$ cat src/rtl/serial_tx_arb_pkg.sv
// Shared constants and helpers for the UART_TX pin arbiter.
// Owner codes are source index + 1; zero means the pin is free.
package serial_tx_arb_pkg;

    localparam int unsigned SRC_TAPE = 0;
    localparam int unsigned SRC_MIDI = 1;
    localparam int unsigned SRC_UART = 2;
    localparam int unsigned N_SRC    = 3;

    localparam logic [1:0] OWN_NONE = 2'd0;
    localparam logic [1:0] OWN_TAPE = 2'd1;
    localparam logic [1:0] OWN_MIDI = 2'd2;
    localparam logic [1:0] OWN_UART = 2'd3;

    typedef enum logic {
        ST_IDLE,
        ST_OWNED
    } arb_state_e;

    // Highest index wins: uart > midi > tape.
    function automatic logic [1:0] pick_winner(input logic [N_SRC-1:0] edges);
        logic [1:0] win;
        win = OWN_NONE;
        if (edges[SRC_UART]) begin
            win = OWN_UART;
        end else if (edges[SRC_MIDI]) begin
            win = OWN_MIDI;
        end else if (edges[SRC_TAPE]) begin
            win = OWN_TAPE;
        end
        return win;
    endfunction

    function automatic logic [N_SRC-1:0] owner_mask(input logic [1:0] own);
        logic [N_SRC-1:0] m;
        m = '0;
        unique case (own)
            OWN_TAPE: m = 3'b001;
            OWN_MIDI: m = 3'b010;
            OWN_UART: m = 3'b100;
            default:  m = 3'b000;
        endcase
        return m;
    endfunction

endpackage

$ cat src/rtl/serial_tx_arbiter_idle_timer.sv
// ce-gated idle counter; pulses expire on the terminal tick unless cleared.
// Never wraps: holds at the terminal value until clear or expiry.
module arb_idle_timer #(
    parameter int unsigned IDLE_TICKS = 16384,
    parameter int unsigned CNT_W      = 15
) (
    input  logic clk_i,
    input  logic reset_i,
    input  logic clear_i,
    input  logic ce_i,
    output logic expire_o
);

    localparam logic [CNT_W-1:0] TERM = CNT_W'(IDLE_TICKS - 1);

    logic [CNT_W-1:0] cnt_q;
    logic [CNT_W-1:0] cnt_d;
    logic             at_term;

    assign at_term  = (cnt_q == TERM);
    assign expire_o = ce_i & ~clear_i & at_term;

    always_comb begin
        cnt_d = cnt_q;
        if (clear_i) begin
            cnt_d = '0;
        end else if (ce_i) begin
            cnt_d = at_term ? '0 : cnt_q + 1'b1;
        end
    end

    always_ff @(posedge clk_i) begin
        if (reset_i) begin
            cnt_q <= '0;
        end else begin
            cnt_q <= cnt_d;
        end
    end

endmodule

$ cat src/rtl/serial_tx_arbiter.sv
// Shares the board UART_TX pin between tape, MIDI and UART serial sources.
// First toggling source owns the pin until it stays silent for IDLE_TICKS ce.
module serial_tx_arbiter
    import serial_tx_arb_pkg::*;
#(
    parameter int unsigned IDLE_TICKS = 16384,
    parameter int unsigned CNT_W      = 15
) (
    input  logic       clk_sys,
    input  logic       reset,
    input  logic       ce,
    input  logic [2:0] src_in,
    input  logic [2:0] src_en,
    output logic       tx_out,
    output logic [1:0] owner,
    output logic       busy,
    output logic       collision,
    output logic [7:0] collision_cnt
);

    arb_state_e state_q, state_d;
    logic [1:0] owner_q, owner_d;
    logic       tx_q, tx_d;
    logic       coll_q, coll_d;
    logic [7:0] ccnt_q, ccnt_d;
    logic [2:0] prev_q;

    logic [2:0] src_edge;
    logic [2:0] own_m;
    logic [1:0] win;
    logic       own_edge;
    logic       own_en;
    logic       own_bit;
    logic       other_edge;
    logic       tmr_clear;
    logic       tmr_expire;

    assign src_edge   = src_en & (src_in ^ prev_q);
    assign own_m      = owner_mask(owner_q);
    assign win        = pick_winner(src_edge);
    assign own_edge   = |(src_edge & own_m);
    assign own_en     = |(src_en & own_m);
    assign own_bit    = |(src_in & own_m);
    assign other_edge = |(src_edge & ~own_m);

    // Counter is held at zero whenever the pin is free or about to be freed.
    assign tmr_clear = (state_q == ST_IDLE) | own_edge | ~own_en;

    arb_idle_timer #(
        .IDLE_TICKS (IDLE_TICKS),
        .CNT_W      (CNT_W)
    ) u_idle_timer (
        .clk_i    (clk_sys),
        .reset_i  (reset),
        .clear_i  (tmr_clear),
        .ce_i     (ce),
        .expire_o (tmr_expire)
    );

    always_comb begin
        state_d = state_q;
        owner_d = owner_q;
        tx_d    = tx_q;
        coll_d  = 1'b0;
        ccnt_d  = ccnt_q;
        unique case (state_q)
            ST_IDLE: begin
                tx_d = 1'b1;
                if (|src_edge) begin
                    state_d = ST_OWNED;
                    owner_d = win;
                    tx_d    = |(src_in & owner_mask(win));
                end
            end
            ST_OWNED: begin
                // Release cycle drops every other edge: no claim, no collision.
                if (!own_en || tmr_expire) begin
                    state_d = ST_IDLE;
                    owner_d = OWN_NONE;
                    tx_d    = 1'b1;
                end else begin
                    tx_d = own_bit;
                    if (other_edge) begin
                        coll_d = 1'b1;
                        if (ccnt_q != 8'hFF) begin
                            ccnt_d = ccnt_q + 8'd1;
                        end
                    end
                end
            end
            default: begin
                state_d = ST_IDLE;
                owner_d = OWN_NONE;
                tx_d    = 1'b1;
            end
        endcase
    end

    always_ff @(posedge clk_sys) begin
        prev_q <= src_in;
        if (reset) begin
            state_q <= ST_IDLE;
            owner_q <= OWN_NONE;
            tx_q    <= 1'b1;
            coll_q  <= 1'b0;
            ccnt_q  <= 8'd0;
        end else begin
            state_q <= state_d;
            owner_q <= owner_d;
            tx_q    <= tx_d;
            coll_q  <= coll_d;
            ccnt_q  <= ccnt_d;
        end
    end

    assign tx_out        = tx_q;
    assign owner         = owner_q;
    assign busy          = (owner_q != OWN_NONE);
    assign collision     = coll_q;
    assign collision_cnt = ccnt_q;

endmodule
$ cat config.mk
export PLATFORM = sky130hd
export DESIGN_NAME = serial_tx_arbiter
export DESIGN_NICKNAME = d
export VERILOG_FILES = /design/src/rtl/serial_tx_arb_pkg.sv /design/src/rtl/serial_tx_arbiter_idle_timer.sv /design/src/rtl/serial_tx_arbiter.sv
export SDC_FILE = /design/constraint.sdc
export NUM_CORES = 1
export LEC_CHECK = 0
export BUFFER_PORTS_ARGS = -buffer_cell sky130_fd_sc_hd__buf_2
export CAP_MARGIN = 20
export CORE_ASPECT_RATIO = 2
export CORE_MARGIN = 5
export CORE_UTILIZATION = 42
export DETAILED_ROUTE_END_ITERATION = 6
export GPL_ROUTABILITY_DRIVEN = 0
export GPL_TIMING_DRIVEN = 1
export PLACE_DENSITY_LB_ADDON = 0.12
export SETUP_SLACK_MARGIN = 0.15
export SLEW_MARGIN = 10
export SYNTH_ARGS = -nofsm -noshare
export SYNTH_HDL_FRONTEND = slang
export SYNTH_SLANG_ARGS = --single-unit
$ cat constraint.sdc
create_clock -name clk_sys -period 4.5 [get_ports clk_sys]
set_clock_uncertainty 0.2 [all_clocks]
set_input_delay 0.675 -clock clk_sys [delete_from_list [all_inputs] [get_ports clk_sys]]
set_output_delay 0.675 -clock clk_sys [all_outputs]
set_load 0.05 [all_outputs]
* After elaboration in Yosys (flattened, before gate mapping)
Index checks and enable logic that the tools add are counted.
Operators by class: equality and inequality tests 10, add/sub/neg operators 2, bitwise gates (word level) 16, reduce and logical (&&, ||, !) cells 13, multiplexer cells 18
Operator list (number):
- OR reduction 3 bit | 7
- AND 3 bit | 6
- case mux 3 bit (3 select lines) | 2
- adder 15 x 1 -> 15 bit, second input constant | 1
- equality test 15 x 14 -> 1 bit, second input constant | 1
- 2-to-1 mux 15 bit | 1
- adder 8 x 1 -> 8 bit, second input constant | 1
- equality test 2 bit, second input constant | 4
- 2-to-1 mux 2 bit | 4
- inequality test 8 bit, second input constant | 1
- 2-to-1 mux 1 bit | 6
- 2-to-1 mux 3 bit | 2
- equality test 2 x 1 -> 1 bit, second input constant | 2
- inequality test 2 x 1 -> 1 bit, second input constant | 2
- inverter 1 bit | 4
- case mux 1 bit (2 select lines) | 2
- case mux 2 bit (2 select lines) | 1
- AND reduction 4 bit | 1
- inverter 3 bit | 1
- bitwise XOR 3 bit | 1
- AND 1 bit | 2
- OR 1 bit | 2
- AND reduction 2 bit | 1
- nonzero test 2 bit | 1
- other kinds (3) | 3
Word-level totals: logic and storage cells 66, output and inout port bits 13, input bits 9, register bits 31

* Longest topological paths before layout
word-level depth 13, gate-level depth with buffers 8, depth with buffers taken out 7

* By module
From an unflattened synthesis, not the netlist that was laid out.
Unflattened totals: cell total of the unflattened synthesis 189, area, all modules 1639.1 sq um
By module, submodules not included:
- serial_tx_arbiter | seq. area each 320.3 sq um, cells each 113, area an instance 957.2 sq um, times used 1
- arb_idle_timer | seq. area each 300.3 sq um, cells each 76, area an instance 681.9 sq um, times used 1

* Worst setup path before layout
Ideal clock, no wire load.
kind register to register, from register owner_q[0], in the netlist owner[0], to register ccnt_q[3], in the netlist collision_cnt[3], data required time 4177 ps, setup time 123 ps, period minus slack after synthesis 2467 ps, arrival 2144 ps, setup slack 2033 ps, stages on the path, launching flop included 7, path buffers 0, cell sequence dfxtp_1 > inv_1 > o32ai_1 > o311ai_4 > o21ai_4 > nor3_1 > mux2_1
Between the ends: word-level cells in the longest chain between the ends 12, elaborated cells on any way between the ends 21, those cells by class 3 x eq/ne; 1 x mux; 11 x bitwise; 6 x reduce/logical
Ends and longest elaborated chain:
- from (decl) | line serial_tx_arbiter.sv:22 | logic [1:0] owner_q, owner_d;
- from (signal assigned) | line serial_tx_arbiter.sv:109 | owner_q <= owner_d;
- equality test 2 bit or equality test 2 x 1 -> 1 bit (tied branches) | line serial_tx_arb_pkg.sv:37 | unique case (own)
- case mux 3 bit (3 select lines) * | line serial_tx_arb_pkg.sv:37
- AND 3 bit (on tied branches) | line serial_tx_arbiter.sv:41, serial_tx_arbiter.sv:42
- OR reduction 3 bit (on tied branches) | line serial_tx_arbiter.sv:41, serial_tx_arbiter.sv:42
- OR 1 bit or inverter 1 bit (tied branches) | line serial_tx_arbiter.sv:47 | assign tmr_clear = (state_q == ST_IDLE) | own_edge | ~own_en;
- OR 1 bit | line serial_tx_arbiter.sv:47
- inverter 1 bit | line serial_tx_arbiter_idle_timer.sv:21 | assign expire_o = ce_i & ~clear_i & at_term;
- AND 1 bit (2 in a row) | line serial_tx_arbiter_idle_timer.sv:21
- logical OR 1 bit | line serial_tx_arbiter.sv:77 | if (!own_en || tmr_expire) begin
- inverter 1 bit (no source line)
- AND reduction 4 bit (no source line) *
- to (signal assigned) | line serial_tx_arbiter.sv:112 | ccnt_q <= ccnt_d;
- to (decl) | line serial_tx_arbiter.sv:25 | logic [7:0] ccnt_q, ccnt_d;
Mark *: on every way between the ends. The rest lies on a longest branch, timed or not. A chain may end at the register's enable or synchronous reset.

* Worst setup path after layout
from input port src_in[1], to register ccnt_q[6], in the netlist collision_cnt[6]
Between the ends: word-level cells in the longest chain between the ends 12, elaborated cells on any way between the ends 14, those cells by class 10 x bitwise; 4 x reduce/logical
Ends and longest elaborated chain:
- from (decl) | line serial_tx_arbiter.sv:12 | input logic [2:0] src_in,
- bitwise XOR 3 bit * | line serial_tx_arbiter.sv:38 | assign src_edge = src_en & (src_in ^ prev_q);
- AND 3 bit * | line serial_tx_arbiter.sv:38
- AND 3 bit | line serial_tx_arbiter.sv:41 | assign own_edge = |(src_edge & own_m);
- OR reduction 3 bit | line serial_tx_arbiter.sv:41
- OR 1 bit (2 in a row) | line serial_tx_arbiter.sv:47
- inverter 1 bit | line serial_tx_arbiter_idle_timer.sv:21
- AND 1 bit (2 in a row) | line serial_tx_arbiter_idle_timer.sv:21
- logical OR 1 bit | line serial_tx_arbiter.sv:77
- inverter 1 bit (no source line)
- AND reduction 4 bit (no source line) *
Marked as above.

==> results_dict.tcl <==
set metrics [dict create \
    maxCapViolations 0 \
    worst_pin_slew_ns 0.460 \
    ys_seq_elements 31 \
    setup-tns-final_ns 0 \
    wl_um 3460 \
    crit_fanout 13 \
    reg2reg_from "owner[1]" \
    core_area_um2 3650 \
    ir_drop_mv 0.257 \
    rows 31 \
    cp.arrival_ns 2.52 \
    wl_met3_um 110 \
    firstDrtPassIters 4 \
    num_antenna_cells 0 \
    synth_common_cells "dfxtp_1 (31), nor2_1 (30), nand2_1 (14)" \
    timing.rr.end "collision_cnt[5]" \
    grt_overflow 0 \
    clock.fmax_mhz 394 \
    hold_path_depth 2 \
    start_util 0.439 \
    min_path_type "flip-flop to flip-flop" \
    io_buffer_count 21 \
    worst-r2r-setup-slack_ns 2.09 \
    endpoint_kind "flip-flop" \
    m1WireLength_um 1250 \
    die_w_um 53.6 \
    syn-num-nets 196 \
    rsz0062_at_grt "no" \
    stdcell_area_um2 1820 \
    die-area_um2 5220 \
    synth-edff-count 0 \
    synthTopCellsByArea "dfxtp_1 (39%), nor2_1 (7.0%), xor2_1 (6.6%)" \
    vias 1381 \
    grt_antenna_before_repair 0 \
    drt_iter0_markers 34 \
    route.met2.wl_um 2000 \
    hold_ws_ns 0.269 \
    cts_sinks 31 \
    wl_per_cell_um 13.5 \
    nets 218 \
    cts.reportedPaths.clkPinSlew_ns 0.07 \
    critPathKind "input port to flip-flop" \
    slew-limit-headroom 0.693 \
    drv_slew 0 \
    setup.worst_path.start_class "input port" \
    grtUsageTotal 0.152 \
    ys.flop_type "dfxtp_1" \
    cts_hold_buffers 0 \
    h-tree-depth 2 \
    crit_required_ns 4.48 \
    yosys_warnings 0 \
    insertion_delay_ns 0.28 \
    syn2layout_area_growth_pct 13.9 \
    route.detailed.drc 0 \
    reg2reg_depth 6 \
    top_layer_used "met4" \
    io_pins 22 \
    cts_buffer_depth 2 \
    drtAntennaViolNets 0 \
    yosysMostFrequentCell "dfxtp_1" \
    min_period_over_period 0.565 \
    fin_crit_ns 2.54 \
    synth_top_area_cell "dfxtp_1" \
    cts_buffers 5 \
    drive_gt1_frac 0.202 \
    grt_max_degree 19 \
    via_per_inst 5.37 \
    syn_inst 185 \
    post_cts_resized 0 \
    ys_types 49 \
    seq_area_frac_synth 0.388 \
    grt_pass1_vias 1351 \
    post-cts-setup-buffer-count 0 \
    status "complete, no violations" \
    grt_first_pass_wirelength_um 6020 \
    hold_viol 0 \
    worstHoldStart "u_idle_timer.cnt_q[14]" \
    die_h_um 97.3 \
    synth_area_per_cell_um2 8.64 \
    dpl_cell_area_um2 1740 \
    finalSetupViolations 0 \
    async_flop_share 0 \
    hpwl_um 2690 \
    tritoncts "yes" \
    clockRootBuffer "clkbuf_8" \
    syn_area_um2 1600 \
    p_leak_nw 0.674 \
    power_density_nw_per_um2 326 \
    synth_top_area_share 0.388 \
    hold_end "u_idle_timer.cnt_q[14]" \
]
## stage by stage
stage               power, mW  std cells  setup slack [ns]  utilization
floorplan               0.370        185              2.03            -
global placement        0.391        249              1.71        0.477
detailed placement      0.392        249              1.67        0.477
CTS                     0.602        257              1.98        0.500
global route            0.625        257              1.74        0.500
finish                  0.594        257              1.96        0.500
## worst max-delay path, cell delays in order
cell and delay, ns:
buf_2 0.12, xor2_1 0.28, nand2_1 0.18, o211ai_1 0.19, nand3_1 0.33, nor4_1 0.37, mux2_2 0.37
## worst max-delay path by stage
stage,endpoint,slack (ns),depth (start not counted),startpoint
2_1_floorplan,collision_cnt[3],2.03,6,owner[0]
3_3_place_gp,collision_cnt[6],1.71,7,src_in[1]
3_5_place_dp,collision_cnt[6],1.67,7,src_in[1]
4_1_cts,collision_cnt[6],1.98,7,src_in[1]
5_1_grt,collision_cnt[6],1.74,7,src_in[1]
6_report,collision_cnt[6],1.96,7,src_in[1]
## cell usage in the layout, fill, tap and decap left out, types with 3 or more instances in the layout
cell      count
buf_2        21
mux2_2        3
nand3_1       8
nand2_1      14
clkinv_2      3
nor2_1       30
dfxtp_1      31
nand4_1       6
mux2_1        3
a31oi_1       3
or3_1         3
o21ai_0       5
a21oi_1       6
nor2b_1       4
clkbuf_8      5
xor2_1       12
nor3_1        4
or2_2         3
xnor2_1       3
inv_1         6
## metal layers
layer  vias up  track usage
li1        693            -
met1       651        0.156
met2        29        0.272
met3         8       0.0338
met4         0       0.0748
met5         -            0
## power by group
group          switching [mW]  internal, mW  total, mW
Combinational          0.0628        0.0299     0.0927
Clock                   0.103         0.106      0.208
Sequential             0.0115         0.281      0.293
Total                   0.177         0.417      0.594
## flip-flops by register name, indices dropped and copies added (netlist names)
register / count
collision: 1
state_q: 1
tx_out: 1
u_idle_timer.cnt_q: 15
prev_q: 3
collision_cnt: 8
owner: 2
## cell families (layout without fill, tap and decap cells)
family,Yosys count,count (layout),synth area share
AND/OR/NAND/NOR,88,88,0.290
flip-flops,31,31,0.388
AO/OA/AOI/OAI,30,30,0.144
XOR/XNOR,15,15,0.0822
buffers and inverters,12,35,0.0313
multiplexers,7,7,0.0485
adder cells (fa/ha/maj),2,2,0.0156
## area by class of cell
cell class,instances,area (um2)
Timing Repair Buffer,21,105
Inverter,6,22.5
Sequential cell,31,621
Clock buffer,5,68.8
Multi-Input combinational cell,142,928
Fill cell,380,1820
Tap cell,49,61.3
Clock inverter,3,15.0
Note: power is estimated with default switching activity, not from simulation.
